===== config.mk =====
export PLATFORM = sky130hd
export DESIGN_NAME = dct_mac_sequencer
export DESIGN_NICKNAME = d
export VERILOG_FILES = /design/src/rtl/dct_mac_sequencer.sv
export SDC_FILE = /design/constraint.sdc
export NUM_CORES = 1
export LEC_CHECK = 0
export ABC_AREA = 1
export CAP_MARGIN = 20
export CORE_MARGIN = 3
export CORE_UTILIZATION = 50
export DETAILED_ROUTE_END_ITERATION = 10
export GPL_TIMING_DRIVEN = 0
export HOLD_SLACK_MARGIN = 0.1
export MAX_ROUTING_LAYER = met4
export PLACE_DENSITY = 0.78
export SYNTH_ARGS = -nofsm -noshare
export SYNTH_HDL_FRONTEND = slang
export SYNTH_SLANG_ARGS = --single-unit

===== constraint.sdc =====
create_clock -name clk -period 6.25 [get_ports clk]
set_input_delay 1.5625 -clock clk [delete_from_list [all_inputs] [get_ports clk]]
set_output_delay 1.5625 -clock clk [all_outputs]
set_load 0.005 [all_outputs]

===== src/rtl/dct_mac_sequencer.sv =====
// dct_mac_sequencer
// Sequences N (sample, coefficient) multiplies through a shared start/done
// multiplier, accumulates the signed products, then rounds, shifts and
// saturates the sum into one DW-bit DCT coefficient held until consumed.
module dct_mac_sequencer #(
   parameter int N     = 8,
   parameter int DW    = 16,
   parameter int PW    = 32,
   parameter int ACCW  = 35,
   parameter int SHIFT = 15
) (
   input  logic          clk,
   input  logic          rst_n,
   input  logic          in_valid,
   output logic          in_ready,
   input  logic [DW-1:0] x_in,
   input  logic [DW-1:0] c_in,
   output logic [DW-1:0] mul_a,
   output logic [DW-1:0] mul_b,
   output logic          mul_start,
   input  logic          mul_done,
   input  logic [PW-1:0] mul_p,
   output logic          y_valid,
   input  logic          y_ready,
   output logic [DW-1:0] y_out,
   output logic          y_sat
);

   // Term counter width; N is a power of two so the counter wraps cleanly.
   localparam int CW = (N > 1) ? $clog2(N) : 1;
   // One guard bit above the accumulator so adding the rounding constant
   // can never wrap.
   localparam int RW = ACCW + 1;
   // Half an LSB of the output, i.e. 2^(SHIFT-1), for round-half-up.
   localparam logic [RW-1:0] HALF = {{(RW-SHIFT){1'b0}}, 1'b1, {(SHIFT-1){1'b0}}};
   localparam logic [DW-1:0] Y_MAX = {1'b0, {(DW-1){1'b1}}};
   localparam logic [DW-1:0] Y_MIN = {1'b1, {(DW-1){1'b0}}};

   typedef enum logic [2:0] {
      S_IDLE,
      S_LOAD,
      S_START,
      S_WAIT,
      S_ACC,
      S_OUT
   } state_t;

   state_t          state_reg;
   state_t          state_next;
   logic [ACCW-1:0] acc_reg;
   logic [CW-1:0]   count_reg;
   logic [PW-1:0]   prod_reg;
   logic            wait_first_reg;
   logic [DW-1:0]   mul_a_reg;
   logic [DW-1:0]   mul_b_reg;
   logic            y_valid_reg;
   logic [DW-1:0]   y_out_reg;
   logic            y_sat_reg;

   logic [ACCW-1:0]       prod_ext;
   logic [ACCW-1:0]       acc_sum;
   logic [RW-1:0]         rnd_sum;
   logic signed [RW-1:0]  rnd_shr;
   logic                  pos_ovf;
   logic                  neg_ovf;
   logic [DW-1:0]         sat_y;
   logic                  sat_flag;
   logic                  last_term;
   logic                  done_seen;

   // Sign-extend the latched product up to the accumulator width, bit by bit.
   genvar gi;
   generate
      for (gi = 0; gi < ACCW; gi++) begin : g_sext
         if (gi < PW) begin : g_lo
            assign prod_ext[gi] = prod_reg[gi];
         end else begin : g_hi
            assign prod_ext[gi] = prod_reg[PW-1];
         end
      end
   endgenerate

   // Running sum including the product being accumulated this cycle; the
   // output stage works on this value so the result is ready on OUT entry.
   assign acc_sum = acc_reg + prod_ext;

   // Round half up, then arithmetic shift; bits above DW-1 must all equal
   // the sign bit or the value does not fit the output width.
   assign rnd_sum  = {acc_sum[ACCW-1], acc_sum} + HALF;
   assign rnd_shr  = $signed(rnd_sum) >>> SHIFT;
   assign pos_ovf  = !rnd_shr[RW-1] && (|rnd_shr[RW-1:DW-1]);
   assign neg_ovf  = rnd_shr[RW-1] && !(&rnd_shr[RW-1:DW-1]);
   assign sat_flag = pos_ovf || neg_ovf;
   assign sat_y    = pos_ovf ? Y_MAX : (neg_ovf ? Y_MIN : rnd_shr[DW-1:0]);

   assign last_term = (count_reg == CW'(N - 1));
   // The multiplier may still show the previous done in the first WAIT
   // cycle, so done is only trusted from the second WAIT cycle on.
   assign done_seen = !wait_first_reg && mul_done;

   assign mul_a   = mul_a_reg;
   assign mul_b   = mul_b_reg;
   assign y_valid = y_valid_reg;
   assign y_out   = y_out_reg;
   assign y_sat   = y_sat_reg;

   // State register.
   always_ff @(posedge clk or negedge rst_n) begin
      if (!rst_n) begin
         state_reg <= S_IDLE;
      end else begin
         state_reg <= state_next;
      end
   end

   // Next-state decode plus the handshake/strobe outputs that follow state.
   always_comb begin
      state_next = state_reg;
      in_ready   = 1'b0;
      mul_start  = 1'b0;
      case (state_reg)
         S_IDLE: begin
            state_next = S_LOAD;
         end
         S_LOAD: begin
            in_ready = 1'b1;
            if (in_valid) begin
               state_next = S_START;
            end
         end
         S_START: begin
            mul_start  = 1'b1;
            state_next = S_WAIT;
         end
         S_WAIT: begin
            if (done_seen) begin
               state_next = S_ACC;
            end
         end
         S_ACC: begin
            state_next = last_term ? S_OUT : S_LOAD;
         end
         S_OUT: begin
            if (y_ready) begin
               state_next = S_IDLE;
            end
         end
         default: begin
            state_next = S_IDLE;
         end
      endcase
   end

   // Datapath: operand capture, product latch, accumulation and result hold.
   always_ff @(posedge clk or negedge rst_n) begin
      if (!rst_n) begin
         acc_reg        <= '0;
         count_reg      <= '0;
         prod_reg       <= '0;
         wait_first_reg <= 1'b0;
         mul_a_reg      <= '0;
         mul_b_reg      <= '0;
         y_valid_reg    <= 1'b0;
         y_out_reg      <= '0;
         y_sat_reg      <= 1'b0;
      end else begin
         wait_first_reg <= (state_reg == S_START);
         if (state_reg == S_IDLE) begin
            acc_reg   <= '0;
            count_reg <= '0;
         end
         if ((state_reg == S_LOAD) && in_valid) begin
            mul_a_reg <= x_in;
            mul_b_reg <= c_in;
         end
         if ((state_reg == S_WAIT) && done_seen) begin
            prod_reg <= mul_p;
         end
         if (state_reg == S_ACC) begin
            acc_reg   <= acc_sum;
            count_reg <= count_reg + CW'(1);
            if (last_term) begin
               y_out_reg   <= sat_y;
               y_sat_reg   <= sat_flag;
               y_valid_reg <= 1'b1;
            end
         end
         if ((state_reg == S_OUT) && y_ready) begin
            y_valid_reg <= 1'b0;
         end
      end
   end

endmodule


== Yosys cells after proc, flatten, opt, wreduce, memory -nomap -nowiden ==
Cells that the tools add are included.
W data, S select, Z words.
Storage, ports and cells
  register bits: 124
  output and inout port bits: 52
  logic and storage cells: 57
Cells by class
  add/sub/neg operators: 3
  equality and inequality tests: 9
  muxes and demuxes: 16
  reductions and logical operators: 19
Operators by type and width (number)
  $mux W35: 2
  $add A35 B16 Y36 const B: 1
  $add A35 B35 Y35: 1
  $mux W16: 2
  $mux W3: 6
  $pmux W3 S6: 1
  $eq A3 B3 Y1 const B: 3
  $eq A3 B2 Y1 const B: 2
  $logic_and A1 B1 Y1: 6
  $ne A2 B2 Y1 const B: 3
  $reduce_and A6 Y1: 1
  $reduce_bool A2 Y1: 3
  $reduce_or A6 Y1: 1
  $mux W1: 5
  $reduce_and A2 Y1: 2
  $add A3 B1 Y3 const B: 1
  $eq A3 B1 Y1 const B: 1
  $logic_not A1 Y1: 3
  $logic_not A3 Y1: 1
  $reduce_and A3 Y1: 1
  $logic_or A1 B1 Y1: 1

== Depth between registers and ports, before layout ==
  depth after elaboration: 7
  gate-level depth with buffers: 26
  mapped depth without buffers: 25

== Least setup slack after synthesis ==
OpenSTA, ideal clock, no wires.
  kind: flip-flop to flip-flop
  from: reg acc_reg[0]
  to: reg y_out_reg[10] (netlist: y_out[10])
  library setup time: 116 ps
  arrival: 2966 ps
  required time: 6134 ps
  setup slack: 3167 ps
  cell stages (with the launch flop): 23
  clock period less this slack: 3083 ps
  cells stage by stage: dfrtp_1 -> ha_1 -> fa_1 -> nand2_1 -> nand2_1 -> nand3_1 -> nand2_1 -> nand2_1 -> nand3_1 -> nand2_2 -> ha_1 -> nand3_2 -> nor2_4 -> nand2_2 -> nor2_4 -> nand4_1 -> a21oi_1 -> nand3_1 -> nand2_2 -> buf_8 -> nand2_1 -> nand2_1 -> nand2_1
Between the ends
  cells in the longest elaborated chain, start to end: 7
  elaborated cells between the ends (all ways): 10
Ends and longest elaborated chain
  start, declared: RTL line 50  | logic [ACCW-1:0] acc_reg;
  start signal, assigned: RTL line 180  | acc_reg <= acc_sum;
  $add A35 B35 Y35 (*): RTL line 85  | assign acc_sum = acc_reg + prod_ext;
  $add A35 B16 Y36 (*): RTL line 89  | assign rnd_sum = {acc_sum[ACCW-1], acc_sum} + HALF;
  $reduce_and A6 Y1: RTL line 92  | assign neg_ovf = rnd_shr[RW-1] && !(&rnd_shr[RW-1:DW-1]);
  $logic_not A1 Y1: RTL line 92
  $logic_and A1 B1 Y1: RTL line 92
  $mux W16: RTL line 94  | assign sat_y = pos_ovf ? Y_MAX : (neg_ovf ? Y_MIN : rnd_shr[DW-1:0]);
  $mux W16 (*): RTL line 94
  end signal, assigned: RTL line 183  | y_out_reg <= sat_y;
  end, declared: RTL line 57  | logic [DW-1:0] y_out_reg;
Mark *: on every way between the ends. The rest lies on a longest branch, timed or not.
A chain may end at the register's enable or synchronous reset.

== Worst setup path after layout ==
  from: reg acc_reg[0]
  to: reg y_out_reg[11] (netlist: y_out[11])
The elaborated chain is that of the path after synthesis.

==> flow_summary.toml <==
[sta]
max_slew_margin_pct = 46.32
drv_slew = 0
rsz0062_at_grt = "false"
setup_viol = 0
finalSetupTns_ns = 0
timing.fmax_mhz = 269.0
fin_crit_sh_pct = 59.48
hold_viol_final = 0
worst_pin_slew_ns = 0.8052
finalClockSkew_ns = 0.01003
fin_crit_ns = 3.718

[worst_setup_path]
crit_fanout = 10
r2r_setup_slack_ns = 2.53
worstSetupPathType = "reg2reg"
slowest_stage = "fa_1"
max_stage_delay_ns = 0.44
cp-end-kind = "flip-flop"
cp_common_cell = "nand2_1"
start_kind = "flip-flop"
worstPathCellList = "ha_1, fa_1, nand2_1, nand2_1, nand3_1, nand2_1, nand2_1, nand3_1, nand2_2, ha_1, nand3_2, nor2_4, nand2_2, nor2_4, nand4_1, a21oi_1, nand3_1, nand2_2, buf_8, nand2_1, nand2_1, nand2_1"
crit_required_ns = 6.57
cp.arrival_ns = 4.04

[clock_tree]
cts_max_path_buffers = 2
insertion_delay_ns = 0.43
cts_made_buffers = 17
clk_pin_slew_worst_paths_ns = 0.07
htree_num_levels = 4
post_cts_buffers = 0
cts_sinks = 124
cts_hold_buf = 0
clockRootBuffer = "clkbuf_16"
tritoncts = "yes"
cts_resized = 0

[synthesis]
yosysSeqAreaShare_pct = 37.10
ys.flop_type = "dfrtp_1"
ys_ff_latch = 124
synth_edf_count = 0
synthArstFlopShare_pct = 100.0
syn-cell-area_mm2 = 0.008364
synthCells = 1148
yosysWarningCount = 0
synth_cell_types = 36
syn_area_per_cell_um2 = 7.286
syn_nets = 1255

[grt]
grt_pass1_vias = 7534
grt_pass1_wl_um = 36690
grt.total_usage_pct = 26.09
grt_overflow = 0
grt_start_max_net_pins = 87
antenna_found_initial = 0

[layout]
largest_reg_flops = 35
seqCellArea_mm2 = 0.003103
final_area_mm2 = 0.01046
antennaDiodeCount = 0
drive_gt1_share_pct = 13.22
syn_to_final_growth_pct = 25.00
final_core_util_pct = 64.88
final_nets = 1395
instances_no_fill = 1517
multiInputGateArea_mm2 = 0.004541
fill_cells = 1419

[drt]
via_per_inst = 5.107
drtIter0Drc = 485
drt_pass1_iterations = 5
vias = 7748
drc_errors = 0
drtAntennaViolNets = 0
wl_um = 22430
wl_per_cell_um = 14.79

[placed_design]
port_buffers = 120
hpwl_um = 17870
gp_congestion = 0.9679
place_area_mm2 = 0.009864
dpl.cell_count = 1485

[floorplanning]
die_w_um = 135.3
core_area_mm2 = 0.01612
io_pins = 121
rows = 46
dieArea_mm2 = 0.01832
die_h_um = 135.3
start_util_pct = 51.90

[power]
p_per_area_mw_per_mm2 = 569.6
power.total_mw = 5.955
peakVddDrop_mv = 0.3124
p_leak_nw = 5.439

[run]
drv_cap = 0

[status]
outcome = "complete, no violations"

[worst_hold_path]
min_path_type = "reg2reg"
## metrics by stage
stage	hold slack (ns)	setup slack [ns]
floorplan	0.4555	3.167
global placement	0.4640	-1.341
detailed placement	0.4639	2.572
CTS	0.4809	2.546
global route	0.4922	2.279
finish	0.4748	2.532
## metal layers
metal	up-vias	wire (um)	track usage (%)
li1	3887	-	-
met1	3613	9917	32.96
met2	219	10770	43.03
met3	29	1330	5.461
met4	0	418	6.775
met5	-	0	-
## synth_stat cells, types with 2 or more instances
library cell | instances | area share [%]
inv_1 | 155 | 7.0
a21oi_1 | 30 | 1.8
nand4_1 | 16 | 1.2
a32o_1 | 3 | 0.36
nor4_1 | 2 | 0.15
nor2_2 | 20 | 1.5
o21a_1 | 2 | 0.18
nor2_1 | 57 | 2.6
and2_1 | 3 | 0.22
clkbuf_1 | 9 | 0.40
or2_2 | 3 | 0.22
nor2_4 | 6 | 0.81
buf_1 | 6 | 0.27
nor3_2 | 4 | 0.48
nor3_1 | 4 | 0.24
nand3b_1 | 4 | 0.36
mux2_2 | 64 | 8.6
nand3_2 | 3 | 0.36
xor2_1 | 15 | 1.6
clkinv_1 | 3 | 0.13
nand3_1 | 55 | 3.3
nand2_2 | 24 | 1.8
a22o_1 | 6 | 0.63
nand2_1 | 441 | 20
inv_2 | 10 | 0.45
dfrtp_1 | 124 | 37
o21ai_0 | 34 | 2.0
ha_1 | 37 | 5.5
## kinds of logic after synthesis
group	count (synthesis)	share of synthesized area (%)
AOI/OAI and AO/OA	78	5.250
xor gates and xnor gates	16	1.675
adders and majority gates	38	5.774
buffers and inverters	186	8.616
DFF	124	37.10
muxes	64	8.616
and+or+nand+nor	642	32.97
## power breakdown
group          total, mW  leakage, nW  internal [mW]  switching, mW
sequential          1.32         1.58           1.13          0.195
combinational       3.63         3.57           1.37           2.26
clock               1.00        0.287          0.569          0.435
total               5.96         5.44           3.07           2.89
## worst paths after layout
kind | start | endpoint | cells after the start
worst min register to register | y_out[13] | y_out[13] | 2
max in group asynchronous | rst_n | prod_reg[15] | 2
min in group asynchronous | rst_n | prod_reg[25] | 1
worst min-delay path | y_out[13] | y_out[13] | 2
worst max register to register | acc_reg[0] | y_out[11] | 22
worst max-delay path | acc_reg[0] | y_out[11] | 22
## final cells by class
cell class,instances,area share [%]
buffer,18,0.8617
clock buffer,17,4.069
clock inverter,15,1.580
inverter,168,6.032
multi-input combinational,838,43.43
sequential,124,29.68
tap,216,2.585
timing repair buffer,121,11.76
## cells in the final DEF, fill, tap and decap left out, types with 4 or more instances in the layout
| master | Yosys | layout |
|---|---|---|
| nor2_4 | 6 | 6 |
| dfrtp_1 | 124 | 124 |
| xor2_1 | 15 | 15 |
| nand2_2 | 24 | 24 |
| a22o_1 | 6 | 6 |
| inv_6 | 0 | 5 |
| mux2_2 | 64 | 64 |
| inv_2 | 10 | 10 |
| nor3_1 | 4 | 4 |
| o21ai_0 | 34 | 34 |
| a21oi_1 | 30 | 30 |
| clkdlybuf4s50_1 | 0 | 119 |
| nand3b_1 | 4 | 4 |
| ha_1 | 37 | 37 |
| nand2_1 | 441 | 441 |
| inv_1 | 155 | 155 |
| nand4_1 | 16 | 16 |
| nor3_2 | 4 | 4 |
| nor2_2 | 20 | 20 |
| clkbuf_1 | 9 | 9 |
| nor2_1 | 57 | 57 |
| inv_8 | 0 | 6 |
| nand3_1 | 55 | 55 |
| buf_1 | 6 | 6 |
| clkbuf_16 | 0 | 17 |
## critical path: cells and delay by family (launching register included)
kind / cells / cell delay [ns]
flip-flops: 1 / 0.38
buffers and inverters: 1 / 0.15
AO/OA/AOI/OAI: 1 / 0.18
adder cells (fa/ha/maj): 3 / 0.90
AND/OR/NAND/NOR: 17 / 2.00
No activity file was read; power rests on OpenSTA's default activity.
